`config.mk`:
```
export PLATFORM = sky130hd
export DESIGN_NAME = crc_byte_ctrl
export DESIGN_NICKNAME = d
export VERILOG_FILES = /design/src/rtl/crc_pkg.sv /design/src/rtl/crc_bit_serializer.sv /design/src/rtl/crc_byte_ctrl.sv
export SDC_FILE = /design/constraint.sdc
export NUM_CORES = 1
export LEC_CHECK = 0
export CAP_MARGIN = 10
export CORE_ASPECT_RATIO = 1.1
export CORE_MARGIN = 3
export CORE_UTILIZATION = 49
export DETAILED_ROUTE_END_ITERATION = 6
export PLACE_DENSITY = 0.86
export SETUP_SLACK_MARGIN = 0.1
export SKIP_CTS_REPAIR_TIMING = 1
export SLEW_MARGIN = 20
export SYNTH_ARGS = -nofsm -noshare
export SYNTH_HDL_FRONTEND = slang
export SYNTH_SLANG_ARGS = --single-unit
```
`constraint.sdc`:
```
create_clock -name clk -period 6.6 [get_ports clk]
set_input_delay 0.99 -clock clk [delete_from_list [all_inputs] [get_ports clk]]
set_output_delay 0.99 -clock clk [all_outputs]
set_load 0.03 [all_outputs]
```
`src/rtl/crc_pkg.sv`:
```
// crc_pkg: opcodes, FSM states and MODE field positions shared by the CRC byte front end
package crc_pkg;
  localparam logic [2:0] CMD_TAPS = 3'd0;
  localparam logic [2:0] CMD_INIT = 3'd1;
  localparam logic [2:0] CMD_MODE = 3'd2;
  localparam logic [2:0] CMD_LOAD = 3'd3;
  localparam logic [2:0] CMD_DATA = 3'd4;
  localparam logic [2:0] CMD_READ = 3'd5;
  localparam int LSB_FIRST_BIT = 7;
  localparam int MODE_WIDTH_BITS = 6;
  typedef enum logic [1:0] {IDLE, LOAD, SHIFT, DRAIN} state_t;
endpackage

```
`src/rtl/crc_bit_serializer.sv`:
```
// crc_bit_serializer: latches a byte and presents it one bit per clock for 8 clocks
module crc_bit_serializer (
  input  logic       clk,
  input  logic       rst,
  input  logic       start,
  input  logic       lsb_first,
  input  logic [7:0] byte_in,
  output logic       shift,
  output logic       data,
  output logic       done
);
  logic [7:0] latch;
  logic [2:0] cnt;
  logic       active;
  // capture the byte on start, then walk the counter through all 8 bit positions
  always_ff @(posedge clk) begin
    if (rst) begin
      latch  <= '0;
      cnt    <= '0;
      active <= 1'b0;
    end else if (start) begin
      latch  <= byte_in;
      cnt    <= '0;
      active <= 1'b1;
    end else if (active) begin
      cnt    <= cnt + 3'd1;
      active <= cnt != 3'd7;
    end
  end
  assign shift = active;
  assign done  = active && cnt == 3'd7;
  assign data  = active && (lsb_first ? latch[cnt] : latch[~cnt]);
endmodule

```
`src/rtl/crc_byte_ctrl.sv`:
```
// crc_byte_ctrl: byte-wide command front end that configures and feeds an lfsrN and streams its value out
module crc_byte_ctrl import crc_pkg::*; #(
  parameter  int WIDTH  = 64,
  localparam int NBYTES = WIDTH / 8
) (
  input  logic             clk,
  input  logic             rst,
  input  logic             in_valid,
  output logic             in_ready,
  input  logic [2:0]       in_cmd,
  input  logic [7:0]       in_data,
  output logic             out_valid,
  input  logic             out_ready,
  output logic [7:0]       out_data,
  output logic             lfsr_load,
  output logic             lfsr_shift,
  output logic             lfsr_data,
  output logic [5:0]       lfsr_bitwidth,
  output logic [WIDTH-1:0] lfsr_taps,
  output logic [WIDTH-1:0] lfsr_init,
  input  logic [WIDTH-1:0] lfsr_value
);
  state_t           state, next;
  logic [WIDTH-1:0] taps, init, snap, mask;
  logic [MODE_WIDTH_BITS-1:0] bitwidth;
  logic             lsb_first;
  logic [2:0]       idx;
  logic [7:0]       rd_byte;
  logic             accept, ser_done, last_hs;
  assign in_ready = state == IDLE && !rst;
  assign accept   = in_valid && in_ready;
  assign last_hs  = state == DRAIN && out_ready && idx == 3'd0;
  // state register
  always_ff @(posedge clk) state <= rst ? IDLE : next;
  // next state: commands only leave IDLE for LOAD, DATA and READ
  always_comb begin
    next = (state == IDLE && accept) ? (in_cmd == CMD_LOAD ? LOAD :
                                        in_cmd == CMD_DATA ? SHIFT :
                                        in_cmd == CMD_READ ? DRAIN : IDLE) :
           (state == LOAD) ? IDLE :
           (state == SHIFT && ser_done) ? IDLE :
           last_hs ? IDLE : state;
  end
  // configuration registers shift in a byte at a time, first byte ends up most significant
  always_ff @(posedge clk) begin
    if (rst) begin
      taps      <= '0;
      init      <= '0;
      bitwidth  <= '0;
      lsb_first <= 1'b0;
    end else if (accept) begin
      if (in_cmd == CMD_TAPS) taps <= (taps << 8) | WIDTH'(in_data);
      if (in_cmd == CMD_INIT) init <= (init << 8) | WIDTH'(in_data);
      if (in_cmd == CMD_MODE) begin
        bitwidth  <= in_data[MODE_WIDTH_BITS-1:0];
        lsb_first <= in_data[LSB_FIRST_BIT];
      end
    end
  end
  // keep only bits 0..bitwidth of the captured value
  always_comb begin
    mask = '0;
    for (int i = 0; i < WIDTH; i++) mask[i] = 6'(i) <= bitwidth;
  end
  // snapshot and byte index for readout, most significant byte first
  always_ff @(posedge clk) begin
    if (rst) begin
      snap <= '0;
      idx  <= '0;
    end else if (accept && in_cmd == CMD_READ) begin
      snap <= lfsr_value & mask;
      idx  <= bitwidth[5:3];
    end else if (state == DRAIN && out_ready && idx != 3'd0) begin
      idx <= idx - 3'd1;
    end
  end
  // select the current readout byte
  always_comb begin
    rd_byte = '0;
    for (int i = 0; i < NBYTES; i++) rd_byte = (3'(i) == idx) ? snap[i*8 +: 8] : rd_byte;
  end
  crc_bit_serializer u_ser (
    .clk       (clk),
    .rst       (rst),
    .start     (accept && in_cmd == CMD_DATA),
    .lsb_first (lsb_first),
    .byte_in   (in_data),
    .shift     (lfsr_shift),
    .data      (lfsr_data),
    .done      (ser_done)
  );
  assign out_valid     = state == DRAIN;
  assign out_data      = out_valid ? rd_byte : 8'h00;
  assign lfsr_load     = state == LOAD;
  assign lfsr_bitwidth = bitwidth;
  assign lfsr_taps     = taps;
  assign lfsr_init     = init;
endmodule

```
After elaboration in Yosys (flattened, before gate mapping)
Index checks and enable logic that the tools add are counted.
Word-level totals
  register bits after elaboration: 216
  input bits: 79
Cells by class
  $add $sub $neg: 2
  order comparisons: 66
  eq/ne operators: 17
  multiplexer cells: 25
  bitwise gates (word level): 4
  reductions and logical operators: 22
Operator list (number)
  $le 6x6->1 const A: 32
  $or 64x8->64: 2
  $le 5x6->1 const A: 16
  $mux 8: 9
  $and 64x64->64: 1
  $le 4x6->1 const A: 8
  $le 3x6->1 const A: 4
  $mux 2: 7
  $eq 3x3->1 const A: 4
  $le 1x6->1 const A: 2
  $le 2x6->1 const A: 2
  $logic_and 1x1->1: 11
  $eq 3x3->1 const B: 3
  $lt 3x4->1 const B: 2
  $bmux 1 s3: 2
  $eq 2x3->1 const A: 2
  $eq 3x2->1 const B: 2
  $logic_not 3->1: 2
  $mux 3: 2
  $reduce_and 2->1: 3
  $mux 1: 5
  $eq 2x2->1 const B: 2
  $reduce_bool 4->1: 1
  $add 3x1->3 const B: 1
  11 further kinds: 11

Logic depth before layout (Yosys ltp)
  depth in word-level cells: 10
  mapped depth: 8

Modules after synthesis
A second synthesis with hierarchy kept.
Second synthesis, totals
  cells, all modules: 1157
  area, all modules: 9033.7 µm²
Modules (own cells, without submodules)
  crc_byte_ctrl: instances 1, cells an instance 1098, area an instance 8416.8 µm², seq. area each 4083.9 µm²
  crc_bit_serializer: instances 1, cells an instance 59, area an instance 616.8 µm², seq. area each 240.2 µm²

Least setup slack after synthesis
OpenSTA, ideal clock, no wires.
  path type: reg-to-output
  start: register idx[0]
  end: output out_data[0]
  data arrival time: 2.143 ns
  required time: 5.610 ns
  setup slack: 3.467 ns
  stages on the path, launching flop included: 9
  cell sequence: dfxtp_1 inv_1 ha_1 clkbuf_1 clkbuf_1 nand2_1 o21ai_0 a22oi_1 a211oi_1
On the way
  longest elaborated chain between the ends: 10
  elaborated cells on any way between the ends: 17
  classes of those cells: eq/ne: 7; mux: 9; reduce/logical: 1
Ends and longest elaborated chain
  start, declared: line crc_byte_ctrl.sv:27  | logic [2:0] idx;
  start signal, assigned: line crc_byte_ctrl.sv:72  | idx <= bitwidth[5:3];
  start signal, assigned: line crc_byte_ctrl.sv:74  | idx <= idx - 3'd1;
  $logic_not 3->1: line crc_byte_ctrl.sv:80  | for (int i = 0; i < NBYTES; i++) rd_byte = (3'(i) == idx) ? snap[i*8 +: 8] : rd_byte;
  $mux 8 (7 in a row): line crc_byte_ctrl.sv:80
  $mux 8 (*): line crc_byte_ctrl.sv:80
  $mux 8 (*): line crc_byte_ctrl.sv:93  | assign out_data = out_valid ? rd_byte : 8'h00;
  end, declared: line crc_byte_ctrl.sv:14  | output logic [7:0] out_data,
Every way passes the cells marked *; elsewhere a longest branch is shown, timed or not.

Final worst setup path
  start: register idx[1]
  end: output out_data[1]
Same word-level chain as after synthesis.

==> summary.md <==
| Metric | Value |
|---|---|
| Distinct cells, synth | `51` |
| Hold WC Path Type | `register to register` |
| DP Wirelength | `19,000 um` |
| CTS clk-pin slew, worst paths | `0.06 ns` |
| Vias per std cell | `5.75` |
| Top cell type's share of synthesized area | `47.8%` |
| Detailed Route Iter0 Violations | `812` |
| Setup Viol. Count Final | `0` |
| Largest net degree at the start of global routing | `113` |
| Placement row count | `51` |
| Slew @ Worst Pin | `1.03 ns` |
| Skew-Pair Late Insertion Delay | `0.51 ns` |
| Initial antenna violation count | `1` |
| Top FF cell, synth | `dfxtp_1` |
| Status | `finished clean` |
| Max-slew violations | `0` |
| Final setup margin | `2.30 ns` |
| Num CTS Buffers | `23` |
| CTS H-tree lvls | `1` |
| Top delay family on crit path | `buffers and inverters` |
| Max Cap Violations | `0` |
| Syn nets | `1,259` |
| Cells along the critical path | `inv_1, ha_1, a21oi_1, o21ai_0, a221oi_1, a211oi_1, clkdlybuf4s50_1` |
| Top cells by area, synth | `dfxtp_1 48%, nand2_1 15%, a21oi_1 13%` |
| Die extent in y | `149 um` |
| Max FO, Critical Path | `32` |
| Cell area after layout | `0.0120 sq mm` |
| Clock Path Buffers | `3` |
| Area delta synth->final | `32.9%` |
| Slew headroom | `31.6%` |
| Yosys reg bits | `216` |
| Worst Setup Path Type | `register to output pin` |
| Async SR Flop Fraction | `0%` |
| DR pass1 iterations | `7` |
| Diode count | `0` |
| Cells after Synth | `1,173` |
| Placed inst area | `0.0112 sq mm` |
| Pre-CTS WS | `2.89 ns` |
| Layout Nets | `1,419` |
| Endpoint class of the critical path | `output pin` |
| Clock Skews | `0.0192 ns` |
| Highest-delay cell along the critical path | `ha_1` |
| Post-synth top area cell | `dfxtp_1` |
| Routed WL | `29,100 um` |
| Max Freq | `232 MHz` |
| CTS Sinks | `216` |
| Most common cell after layout, fill and taps aside | `nand2_1` |
| Tmin final | `4.30 ns` |
| Routability congestion estimate | `0.979` |
| Arrival time of the worst setup path | `3.31 ns` |
| First-pass GRT wire length | `44,900 um` |
| RSZ-0062 raised after global routing | `no` |
| Post-synth EDFFs | `0` |
| Average wire per standard cell | `18.3 um` |
| Vias | `9,122` |
| Synth Area per Inst | `7.72 sq um` |
| Share of post-route cells with drive strength above 1 | `4.97%` |
| Clock root buffer | `clkbuf_16` |
| CP startpoint kind | `register` |
| Global route total overflow | `0` |
| Mapped Area | `0.00905 sq mm` |
| DRC | `0` |
| Setup_tns | `0 ns` |
| Worst Path Buf+Inv | `2` |
| VDD IR max | `0.000210 V` |
| Core box area | `0.0179 sq mm` |
| Final hold vios | `0` |
| Die footprint | `0.0201 sq mm` |
| Initial Util | `50.5%` |
| CTS tree | `built` |
| Vias in the first global route | `8,746` |
| Static leakage | `3.96 nW` |
| Power density over the cells | `227 mW/mm^2` |
| Final Cycle Share | `65.2%` |
| Seq/Total Area, Yosys | `47.8%` |
| Final ANT Viol Nets | `0` |
| WP data required | `5.61 ns` |
| Synthesis Warnings | `0` |
| Ports | `226` |
| Max incr delay on CP | `0.85 ns` |
| GRT Total Usage | `27.5%` |
| Commonest cells after routing, fill and taps aside | `370 x nand2_1, 236 x a21oi_1, 224 x clkdlybuf4s50_1` |
| Port bufs | `225` |
| Die X | `136 um` |
## path summary, 6_finish.rpt
path / start / to / slack (ns) / cells past startpoint
worst min register to register: snap[55] / snap[55] / 0.45 / 2
worst max-delay path: idx[1] / out_data[1] / 2.30 / 7
worst max register to register: state[1] / snap[4] / 3.92 / 5
worst min-delay path: snap[55] / snap[55] / 0.45 / 2
## report_power, final
part | switching, W | internal [W] | total, W
combinational | 0.0000711 | 0.0000578 | 0.000129
sequential | 0.00000408 | 0.00131 | 0.00131
clock | 0.000520 | 0.000770 | 0.00129
total | 0.000595 | 0.00213 | 0.00273
## stage by stage
step	instances	total power, W	utilization (%)	hold slack [ns]
after floorplan	1173	0.00139	-	0.432
after global placement	1545	0.00146	62.6	0.440
after detailed placement	1545	0.00146	62.6	0.445
after CTS	1586	0.00275	66.9	0.453
after global routing	1587	0.00281	67.1	0.474
final	1587	0.00273	67.1	0.451
## area by class of cell
| type | count | area, sq um |
|---|---|---|
| inverter | 22 | 82.6 |
| clock buffer | 34 | 697 |
| fill | 1457 | 5900 |
| clock inverter | 7 | 70.1 |
| timing repair buffer | 237 | 2360 |
| multi-input combinational | 833 | 4200 |
| tap | 238 | 298 |
| sequential | 216 | 4320 |
## state kept, by name (all words and copies together) (netlist names)
| register | cells |
|---|---|
| u_ser.shift | 1 |
| idx | 3 |
| snap | 64 |
| lfsr_init | 64 |
| u_ser.cnt | 3 |
| lfsr_taps | 64 |
| state | 2 |
| lsb_first | 1 |
| u_ser.latch | 8 |
| lfsr_bitwidth | 6 |
## synthesized netlist by cell type (3+ instances only)
| master | n |
|---|---|
| a211oi_1 | 8 |
| a21boi_0 | 4 |
| a21o_1 | 3 |
| a21oi_1 | 236 |
| a221oi_1 | 8 |
| a22oi_1 | 8 |
| a2bb2oi_1 | 4 |
| and2_1 | 3 |
| buf_2 | 18 |
| buf_6 | 9 |
| clkbuf_1 | 74 |
| dfxtp_1 | 216 |
| ha_1 | 7 |
| inv_1 | 22 |
| mux2i_1 | 16 |
| nand2_1 | 371 |
| nand2b_1 | 6 |
| nand3_1 | 27 |
| nand3b_1 | 4 |
| nand4_1 | 18 |
| nor2_1 | 27 |
| nor2b_1 | 5 |
| nor3_1 | 6 |
| o2111ai_1 | 7 |
| o211ai_1 | 13 |
| o21ai_0 | 20 |
## per-layer routing
metal  wire [um]  track usage, %  up-vias
met2       13800            46.4      504
li1            -               -     4276
met4        1360            12.2        2
met5          15               0        -
met1       10600            31.7     4250
met3        3270            9.00       90
## cell families after synthesis
kind of cell    count (synthesis)  synth area share [%]
xor+xnor                        2                 0.194
fa+ha+maj                       7                 0.968
buf+inv                       124                  6.14
compound gates                322                  20.0
simple gates                  484                  22.7
flops                         216                  47.8
mux                            18                  2.27
## worst register-to-register path, cell delays in order (launching register included)
cell and delay, ns:
dfxtp_1 0.36, nor4b_2 0.74, and2_2 0.59, buf_4 0.50, o311ai_0 0.25, a21oi_1 0.17
Note: power is estimated with default switching activity, not from simulation.
